==> src/rtl/mult_div_unit.sv <==
// Sequential radix-2 multiply / restoring divide unit with Hi/Lo.
// Serves MULT, MULTU, DIV, DIVU plus MTHI/MTLO writes.
module mult_div_unit #(
  parameter int WIDTH = 32
) (
  input  logic             Clk,
  input  logic             Reset,
  input  logic             Start,
  input  logic [1:0]       Op,
  input  logic [WIDTH-1:0] A,
  input  logic [WIDTH-1:0] B,
  input  logic             HiWrite,
  input  logic             LoWrite,
  input  logic [WIDTH-1:0] WrData,
  output logic             Busy,
  output logic             Done,
  output logic             DivZero,
  output logic [WIDTH-1:0] Hi,
  output logic [WIDTH-1:0] Lo
);

  localparam int CW = $clog2(WIDTH + 1);

  typedef enum logic [1:0] {
    IDLE, PREP, RUN, FIX
  } state_t;

  state_t state, next;

  logic [1:0]         op_q;
  logic [WIDTH-1:0]   a_q, b_q, opnd, rem;
  logic [2*WIDTH-1:0] acc;
  logic [CW-1:0]      cnt;
  logic               sign_q, sign_r;

  logic               is_sgn, is_div, b_zero;
  logic [WIDTH-1:0]   mag_a, mag_b;
  logic [WIDTH:0]     sum, shifted, diff;
  logic [2*WIDTH-1:0] prod;

  // Op[0] clear selects the signed variant.
  always_comb begin
    is_sgn  = ~op_q[0];
    is_div  = op_q[1];
    b_zero  = (b_q == '0);
    mag_a   = (is_sgn && a_q[WIDTH-1]) ? -a_q : a_q;
    mag_b   = (is_sgn && b_q[WIDTH-1]) ? -b_q : b_q;
    sum     = {1'b0, acc[2*WIDTH-1:WIDTH]}
            + {1'b0, opnd};
    shifted = {rem, acc[WIDTH-1]};
    diff    = shifted - {1'b0, opnd};
    prod    = sign_q ? -acc : acc;
  end

  always_ff @(posedge Clk or negedge Reset) begin
    if (!Reset) state <= IDLE;
    else        state <= next;
  end

  always_comb begin
    next = state;
    unique case (state)
      IDLE: if (Start) next = PREP;
      PREP: next = (is_div && b_zero) ? FIX : RUN;
      RUN:  if (cnt == CW'(1)) next = FIX;
      FIX:  next = IDLE;
      default: next = IDLE;
    endcase
  end

  always_comb begin
    Busy = (state != IDLE);
  end

  always_ff @(posedge Clk or negedge Reset) begin
    if (!Reset) begin
      op_q    <= '0;
      a_q     <= '0;
      b_q     <= '0;
      opnd    <= '0;
      rem     <= '0;
      acc     <= '0;
      cnt     <= '0;
      sign_q  <= 1'b0;
      sign_r  <= 1'b0;
      Done    <= 1'b0;
      DivZero <= 1'b0;
      Hi      <= '0;
      Lo      <= '0;
    end else begin
      Done <= 1'b0;
      unique case (state)
        IDLE: begin
          if (Start) begin
            op_q    <= Op;
            a_q     <= A;
            b_q     <= B;
            DivZero <= 1'b0;
          end else begin
            if (HiWrite) Hi <= WrData;
            if (LoWrite) Lo <= WrData;
          end
        end
        PREP: begin
          opnd   <= is_div ? mag_b : mag_a;
          acc    <= {{WIDTH{1'b0}}, is_div ? mag_a : mag_b};
          rem    <= '0;
          cnt    <= CW'(WIDTH);
          sign_q <= is_sgn & (a_q[WIDTH-1] ^ b_q[WIDTH-1]);
          sign_r <= is_sgn & a_q[WIDTH-1];
        end
        RUN: begin
          cnt <= cnt - CW'(1);
          if (!is_div) begin
            // Carry out of the add shifts into the accumulator MSB.
            if (acc[0]) acc <= {sum, acc[WIDTH-1:1]};
            else        acc <= {1'b0, acc[2*WIDTH-1:1]};
          end else if (!diff[WIDTH]) begin
            rem             <= diff[WIDTH-1:0];
            acc[WIDTH-1:0]  <= {acc[WIDTH-2:0], 1'b1};
          end else begin
            rem             <= shifted[WIDTH-1:0];
            acc[WIDTH-1:0]  <= {acc[WIDTH-2:0], 1'b0};
          end
        end
        FIX: begin
          Done <= 1'b1;
          if (!is_div) begin
            Hi <= prod[2*WIDTH-1:WIDTH];
            Lo <= prod[WIDTH-1:0];
          end else if (b_zero) begin
            Hi      <= a_q;
            Lo      <= '1;
            DivZero <= 1'b1;
          end else begin
            Lo <= sign_q ? -acc[WIDTH-1:0] : acc[WIDTH-1:0];
            Hi <= sign_r ? -rem : rem;
          end
        end
        default: ;
      endcase
    end
  end

endmodule

==> config.mk <==
export PLATFORM = sky130hd
export DESIGN_NAME = mult_div_unit
export DESIGN_NICKNAME = d
export VERILOG_FILES = /design/src/rtl/mult_div_unit.sv
export SDC_FILE = /design/constraint.sdc
export NUM_CORES = 1
export LEC_CHECK = 0
export BUFFER_PORTS_ARGS = -buffer_cell sky130_fd_sc_hd__clkbuf_2
export CAP_MARGIN = 5
export CORE_ASPECT_RATIO = 1.4
export CORE_MARGIN = 2
export CORE_UTILIZATION = 45
export CTS_BUF_LIST = sky130_fd_sc_hd__clkbuf_16
export CTS_CLUSTER_DIAMETER = 200
export DETAILED_ROUTE_END_ITERATION = 8
export GPL_ROUTABILITY_DRIVEN = 1
export SLEW_MARGIN = 20
export SYNTH_ARGS = -nofsm -noshare
export SYNTH_HDL_FRONTEND = slang
export SYNTH_SLANG_ARGS = --single-unit
==> constraint.sdc <==
create_clock -name Clk -period 5.4 [get_ports Clk]
set_clock_uncertainty 0.2 [all_clocks]
set_input_delay 0.27 -clock Clk [delete_from_list [all_inputs] [get_ports Clk]]
set_output_delay 0.27 -clock Clk [all_outputs]
set_load 0.05 [all_outputs]
; ---- After elaboration in Yosys (flattened, before gate mapping)
; Cells that the tools add are included.
[op_classes]
n_addsub = 8
eq_ne = 13
muxes = 35
n_bitwise = 4
reduce_logical = 15
[op_table]
columns = op, n
row1 = 32-bit 2-to-1 mux, 18
row2 = 32-bit one-hot mux with 2 select lines, 3
row3 = 64-bit 2-to-1 mux, 2
row4 = 32-bit negation, 4
row5 = 64-bit one-hot mux with 2 select lines, 1
row6 = 64-bit negation, 1
row7 = 32-bit by 32-bit adder with 33-bit output, 1
row8 = 33-bit by 32-bit subtractor with 33-bit output, 1
row9 = 32-bit logical NOT, 1
row10 = 2-bit != test (second input constant), 9
row11 = 6-bit one-hot mux with 2 select lines, 1
row12 = 2-bit one-hot mux with 4 select lines, 1
row13 = 2-bit AND reduction, 4
row14 = 6-bit by 1-bit equality test with 1-bit output (second input constant), 1
row15 = 1-bit 2-to-1 mux, 6
row16 = 3-bit AND reduction, 2
row17 = 2-bit nonzero test, 3
row18 = 6-bit by 1-bit subtractor with 6-bit output (second input constant), 1
row19 = 2-bit equality test (second input constant), 2
row20 = 2-bit 2-to-1 mux, 2
row21 = 4-bit AND reduction, 1
row22 = 1-bit logical AND, 3
row23 = 1-bit bitwise AND, 2
row24 = 2-bit by 1-bit equality test with 1-bit output (second input constant), 1
row25 = other kinds (4), 4
[word_totals]
ff_bits = 270
inputBits = 103
output_inout_bits = 67
elab_cells = 90

; ---- Logic depth before layout (Yosys ltp)
; Gate-level depths: netlist of run 1.
[logic_depth]
word_depth = 5
ltp_mapped = 15
ltp_nobuf = 13

; ---- Worst setup path before layout of run 1
; No wires, ideal clock.
[synth_path]
kind = register to register
start = register acc[0]
end = register Hi[30]
setup_ps = 83
t_arrival_ps = 3435
required_time_ps = 5117
slack_ps = 1683
stages_incl_launch_ff = 14
path_buffers = 2
synth_period_minus_slack_ps = 3717
path_cell_list = dfrtp_1 -> clkbuf_1 -> clkinv_1 -> clkbuf_1 -> ha_1 -> or3b_2 -> nor3_1 -> nand4_1 -> or2_1 -> or3_1 -> o41ai_1 -> xnor2_1 -> o22ai_1 -> o21ai_0
[synth_via]
elab_chain_cells = 4
[synth_rtl]
columns = item, line_no
row1 = from (decl), 32  ; logic [2*WIDTH-1:0] acc;
row2 = from (signal assigned), 106  ; acc <= {{WIDTH{1'b0}}, is_div ? mag_a : mag_b};
row3 = from (signal assigned), 116  ; if (acc[0]) acc <= {sum, acc[WIDTH-1:1]};
row4 = from (signal assigned), 117  ; else acc <= {1'b0, acc[2*WIDTH-1:1]};
row5 = 64-bit negation, 52  ; prod = sign_q ? -acc : acc;
row6 = 64-bit 2-to-1 mux, 52
row7 = 32-bit 2-to-1 mux, 128  ; if (!is_div) begin
row8 = 32-bit one-hot mux with 2 select lines, 92  ; unique case (state)
row9 = to (signal assigned), 100  ; if (HiWrite) Hi <= WrData;
row10 = to (signal assigned), 129  ; Hi <= prod[2*WIDTH-1:WIDTH];
row11 = to (signal assigned), 132  ; Hi <= a_q;
row12 = to (decl), 18  ; output logic [WIDTH-1:0] Hi,
; Every way passes these cells.
; A chain may end at the register's enable or synchronous reset.

; ---- Final worst setup path of run 1
[layout_path]
start = register acc[31]
end = register acc[0]
[layout_via]
elab_chain_cells = 4
[layout_rtl]
columns = item, line_no
row1 = 33-bit by 32-bit subtractor with 33-bit output, 51  ; diff = shifted - {1'b0, opnd};
row2 = 1-bit 2-to-1 mux, 118  ; end else if (!diff[WIDTH]) begin
row3 = 32-bit 2-to-1 mux, 114  ; if (!is_div) begin
row4 = 64-bit one-hot mux with 2 select lines, 92
; Every way passes these cells.

==> out/metrics.cfg, run 1 <==
[die]
die_w_um=179
die_area_um2=44500
fp.coreArea_um2=42200
start_util_pct=45.7
io_pins=170
die_h_um=249
num_rows=89

[worst_setup_path]
path_cells=inv_1, ha_1, fa_1, nor2b_1, o31ai_1, a21oi_1, a21o_1, a221oi_1, o211a_1, a211o_2, mux4_2, nand2_1, o21ai_0
cp-start-kind=flip-flop
end_kind=flip-flop
path_max_fanout=26
critPathLaunch=acc[31]$_DFFE_PN0P_
worstSetupEndpoint=acc[0]$_DFFE_PN0P_
critPathMaxStageDelay_ns=0.56
path_class=flip-flop to flip-flop
worstPathRequired_ns=5.64
crit_slowest_cell=a211o_2
regToRegSetupSlack_ns=1.28
r2r_end=acc[0]$_DFFE_PN0P_
rr_startpoint=acc[31]$_DFFE_PN0P_
reg2regPathDepth=13
crit_arrival_ns=4.36

[power_and_ir_drop]
power_frac_clock_pct=13.3
power.total_mw=15.7
ir_drop_uv=371
swShare_pct=53.2
power.switching_mw=8.36
p_per_area_nw_per_um2=698
p_seq_share_pct=27.1
power.leakage_nw=9.84
power.internal_mw=7.36
p_comb_share_pct=59.6

[synthesis]
postSynthCellCount=2259
synth_edf_count=0
ys_types=85
async_reset_ff_share_pct=100
synth_fp_nets=2438
avgSynthCellArea_um2=8.53
netlist_area_um2=19300
seq_area_frac_synth_pct=35.1
ys_ff_latch=270
yosys_warnings=0
synthFlopType=dfrtp_1

[sta]
slew_headroom_pct=28.9
post-route-period-util_pct=76.3
slew_viol_final=0
finalSetupTns_ns=0
finalWorstSetupSlack_ns=1.28
timing.hold.ws_ns=0.00514
hold_viol_final=0
worst_pin_slew_ns=1.06
min_period_ns=4.12
final-setup-viol-count=0
rsz0062_at_grt=no
fmax_ghz=0.243

[detailed_routing]
wl_um=71800
postRouteAntennaNets=0
drt-initial-drc-count=1462
num_vias=18200
wl_per_cell_um=23.7
dr.pass1.iters=5
drt-vias-per-instance=6.01
drc=0

[cts]
numCtsBuffers=29
cts.root.buffer_cell=clkbuf_16
clockBufferDepth=3
clock_latency_ns=0.60
cts_tree=built
cts_resized=0
htree_levels=1
clkTransAtPathRegs_ns=0.07
clock-sinks=270

[global_route]
grtUsageTotal_pct=32.2
grt_pass1_vias=17800
grt_use_met2_pct=51.6
overflow=0
globalRouteMet1Util_pct=41.6
grt_util_met3_pct=3.07
grt_pass1_wl_um=108000
grt_start_max_net_pins=146
antenna_found_initial=1
top_usage_layer=met2

[job]
maxCapViolations=0

[placed_design]
port_buffers=169
dpl.hpwl_um=55100
dpl-instance-area_um2=20600
routabilityCongestion=1.04
preCtsSetupSlack_ns=1.33
placed_cells=2874

[layout]
fin_nets=2638
syn_to_final_growth_pct=16.9
final_cell_area_um2=22500
drive_above_1_share_pct=14.1
antenna_cells=0
post-route-util_pct=53.4
post_layout_nonfiller_instances=3028
fillers=3998

[outcome]
status=finished clean

[worst_hold_path]
hold_class=primary input to async pin

-- cell families after synthesis --
family | Yosys count | share of synthesized area [%]
flops | 270 | 35.1
mux | 138 | 8.28
compound gates | 692 | 21.8
xor+xnor | 204 | 9.27
buf+inv | 196 | 3.95
simple gates | 683 | 16.6
fa+ha+maj | 76 | 5.01
-- power groups by stage --
stage                     combinational [mW]  sequential [mW]  clock [mW]
final                                   9.38             4.27        2.09
after global routing                    10.2             4.37        2.20
after CTS                               9.28             4.23        2.12
after detailed placement                9.19             4.26           0
after global placement                  9.13             4.23           0
after floorplan                         6.03             4.48           0
-- worst min path at each step --
stage           from                   to  slack, ns  cells past startpoint
2_1_floorplan  Reset  DivZero$_DFFE_PN0P_      -0.23                      0
3_3_place_gp   Reset  acc[44]$_DFFE_PN0P_       0.07                      1
3_5_place_dp   Reset  acc[44]$_DFFE_PN0P_       0.07                      1
4_1_cts        Reset  acc[41]$_DFFE_PN0P_       0.06                      2
5_1_grt        Reset  acc[44]$_DFFE_PN0P_       0.08                      2
6_report       Reset  acc[44]$_DFFE_PN0P_      0.005                      2
-- metal layers --
layer | part of all wire (%) | routed length [um]
met2 | 46 | 33100
met5 | 0 | 0
met3 | 6.1 | 4350
met4 | 7.1 | 5100
met1 | 41 | 29200
-- state kept, by name, indices dropped and copies added (netlist names), 2 cells and up --
name   flops
Hi        32
Lo        32
a_q       32
acc       64
b_q       32
cnt        6
op_q       2
opnd      32
rem       32
state      2
-- Yosys cell counts (26+ instances only) --
master | n | area share [%]
o21ai_0 | 271 | 7.0
o211ai_1 | 43 | 1.7
o31ai_1 | 35 | 1.4
or3_1 | 29 | 0.94
mux2_2 | 71 | 4.1
nand3_1 | 26 | 0.68
nand2_1 | 277 | 5.4
mux2i_1 | 57 | 3.0
xnor2_1 | 114 | 5.2
xor2_1 | 90 | 4.1
o22ai_1 | 31 | 1.0
ha_1 | 74 | 4.8
a21oi_1 | 139 | 3.6
dfrtp_1 | 270 | 35
inv_1 | 71 | 1.4
nor3_1 | 41 | 1.1
nor2_1 | 162 | 3.2
clkbuf_1 | 98 | 1.9
a21o_1 | 35 | 1.4
nand2b_1 | 29 | 0.94
-- worst max-delay path: cells and delay by family, from the launching register on --
| kind | cells | cell delay, ns |
|---|---|---|
| buffers and inverters | 1 | 0.11 |
| adder cells (fa/ha/maj) | 2 | 0.65 |
| AND/OR/NAND/NOR | 2 | 0.26 |
| multiplexers | 1 | 0.56 |
| AO/OA/AOI/OAI | 7 | 1.75 |
| flip-flops | 1 | 0.41 |
-- final cells by class --
class	instances	area [um2]	area share (%)
well taps	546	683	3.03
multi-input cells	1793	11800	52.4
repair buffers	291	2030	9.03
inverters	74	278	1.23
clock buffers	29	726	3.22
flip-flops and latches	270	6760	30.0
clock inverters	25	239	1.06
-- cells in the final DEF, fill, tap and decap left out, drive strengths merged, types with 15 or more instances in the layout --
master,netlist,routed
nor2b,18,18
xor2,90,90
a21o,35,35
o211ai,43,43
inv,72,77
clkinv,2,15
nand2b,29,29
nand3,26,26
or4,16,16
nor3,41,41
o22ai,31,31
xnor2,114,114
or3,29,29
dfrtp,270,270
clkbuf,98,197
o31ai,35,35
dlygate4sd3,0,100
a21oi,139,139
nor4,15,15
nor2,162,162
ha,74,74
buf,24,23
mux2,71,71
nand2,279,279
mux2i,57,57
o41ai,16,16
a211oi,16,16
a31oi,18,18
o21ai,279,279
-- timing repair --
| item | in CTS | in global routing |
|---|---|---|
| hold buffers | 100 | 0 |
| buffers inserted | 0 | 0 |
| hold endpoints to repair | 197 | 0 |
No activity file was read; power rests on OpenSTA's default activity.
==> run 2, diff against run 1 <==
clock period = 4 ns   (was 5.4 ns; I/O delays follow)
==> out/metrics.cfg, run 2 (synthesis gave the netlist of run 1 again) <==
[global_route]
overflow=0  ; unchanged
grt_pass1_wl_um=114000  ; +5.0%
grtUsageTotal_pct=33.8  ; +1.6 points
grt_start_max_net_pins=85  ; -42%
grt_pass1_vias=18300  ; +3.2%
antenna_found_initial=0  ; -1

[placed_design]
routabilityCongestion=1.08  ; +4.2%
dpl-instance-area_um2=21100  ; +2.5%
port_buffers=169  ; unchanged
preCtsSetupSlack_ns=0.108  ; -1.23 ns
dpl.hpwl_um=58000  ; +5.3%
placed_cells=2943  ; +2.4%

[power_and_ir_drop]
ir_drop_uv=555  ; +49%
p_per_area_nw_per_um2=945  ; +35%
power.leakage_nw=10.2  ; +3.6%

[die]
num_rows=89  ; unchanged
die_h_um=249  ; unchanged
die_w_um=179  ; unchanged
fp.coreArea_um2=42200  ; unchanged
io_pins=170  ; unchanged
start_util_pct=45.7  ; unchanged
die_area_um2=44500  ; unchanged

[worst_setup_path]
crit_arrival_ns=4.21  ; -0.15 ns
path_max_fanout=6  ; -77%
reg2regPathDepth=10  ; -3
path_cells=or4_4, and4bb_1, nand3_1, or3_1, or4_1, o21ai_1, xor2_1, o22ai_1, a31oi_1, a211oi_1
path_class=flip-flop to flip-flop
rr_startpoint=acc[18]$_DFFE_PN0P_
r2r_end=Hi[25]$_DFFE_PN0P_
worstPathRequired_ns=4.27  ; -1.37 ns
critPathMaxStageDelay_ns=0.56  ; about the same
crit_slowest_cell=or4_4
path_buf_inv=0  ; -1
cpLargestDelayFamily=simple AND/OR/NAND/NOR gates
cp-start-kind=flip-flop
end_kind=flip-flop
regToRegSetupSlack_ns=0.06  ; -1.22 ns

[worst_hold_path]
hold_class=primary input to async pin

[sta]
hold_viol_final=3  ; +3
min_period_ns=3.94  ; -0.182 ns
finalSetupTns_ns=0  ; unchanged
final-setup-viol-count=0  ; unchanged
slew_headroom_pct=28.5  ; -0.43 points
rsz0062_at_grt=no
fmax_ghz=0.254  ; +4.6%
worst_pin_slew_ns=1.07  ; +0.00649 ns
post-route-period-util_pct=98.5  ; +22 points
timing.hold.ws_ns=-0.00746  ; -0.0126 ns
slew_viol_final=0  ; unchanged
finalWorstSetupSlack_ns=0.0606  ; -1.22 ns

[layout]
syn_to_final_growth_pct=19.5
most-common-layout-cells=276 x nand2_1, 270 x o21ai_0, 268 x dfrtp_1
post-route-util_pct=54.6  ; +1.2 points
layout_commonest_cell=nand2_1
antenna_cells=0  ; unchanged
top_register=acc
largest_register_ffs=64  ; unchanged
fin_nets=2709  ; +2.7%
final_cell_area_um2=23000  ; +2.3%
post_layout_nonfiller_instances=3098  ; +2.3%
drive_above_1_share_pct=16.5  ; +2.4 points

[cts]
clock_latency_ns=0.60  ; about the same
htree_levels=1  ; unchanged
clockBufferDepth=3  ; unchanged
cts.root.buffer_cell=clkbuf_16
cts_tree=built
numCtsBuffers=30  ; +3.4%
clkTransAtPathRegs_ns=0.06  ; about the same
clock-sinks=270  ; unchanged

[detailed_routing]
drt-vias-per-instance=6.09  ; +1.3%
dr.pass1.iters=7  ; +2
drt-initial-drc-count=1696  ; +16%
wl_per_cell_um=24.5  ; +3.3%
num_vias=18900  ; +3.7%
drc=0  ; unchanged
wl_um=75900  ; +5.7%
postRouteAntennaNets=0  ; unchanged

[job]
maxCapViolations=0  ; unchanged

[outcome]
violations=hold timing
status=complete, but fails checks

[run 2: worst max-delay path by stage]
stage / from / end / slack [ns] / cells after the start
after floorplan: acc[0]$_DFFE_PN0P_ / Hi[30]$_DFFE_PN0P_ / 0.28 / 13
after global placement: acc[18]$_DFFE_PN0P_ / Hi[23]$_DFFE_PN0P_ / 0.09 / 10
after detailed placement: acc[18]$_DFFE_PN0P_ / Hi[23]$_DFFE_PN0P_ / 0.11 / 10
after CTS: acc[18]$_DFFE_PN0P_ / Hi[23]$_DFFE_PN0P_ / 0.08 / 10
after global routing: b_q[10]$_DFFE_PN0P_ / Hi[22]$_DFFE_PN0P_ / 0.007 / 9
final: acc[18]$_DFFE_PN0P_ / Hi[25]$_DFFE_PN0P_ / 0.06 / 10
[run 2: repair_timing]
action	in CTS	in global routing
hold endpoints to repair	212	0
hold buffers	100	0
resized for setup	0	6
setup endpoints to repair	0	7
buffers inserted	0	1
[run 2: power breakdown]
group / switching (mW) / internal (mW)
registers: 1.73 / 3.95
logic: 8.71 / 4.70
clock network: 1.20 / 1.48
[run 2: worst register-to-register path: cells and delay by family (launching register included)]
family	cells	cell delay [ns]
xor+xnor	1	0.32
compound gates	4	0.74
flops	1	0.46
simple gates	5	2.08
[run 2: metal layers]
| metal | up-vias | global-route usage [%] | routed length, um |
|---|---|---|---|
| li1 | 8658 | - | - |
| met1 | 9133 | 44.2 | 30600 |
| met2 | 888 | 52.6 | 34300 |
| met3 | 199 | 4.33 | 5330 |
| met4 | 0 | 21.0 | 5630 |
| met5 | - | 0 | 0 |
[run 2: layout make-up]
| type | instances | area, um2 |
|---|---|---|
| well taps | 546 | 683 |
| fillers | 3879 | 19200 |
| clock buffers | 30 | 751 |
| repair buffers | 361 | 2570 |
| inverters | 74 | 278 |
| multi-input cells | 1793 | 11800 |
| flip-flops and latches | 270 | 6760 |
| clock inverters | 24 | 169 |
[run 2: metrics by stage]
step | hold slack [ns] | power [mW]
2_1_floorplan | -0.296 | 14.2
3_3_place_gp | 0.0817 | 18.6
3_5_place_dp | 0.0916 | 18.7
4_1_cts | 0.0286 | 21.5
5_1_grt | 0.0694 | 23.1
6_report | -0.00746 | 21.8
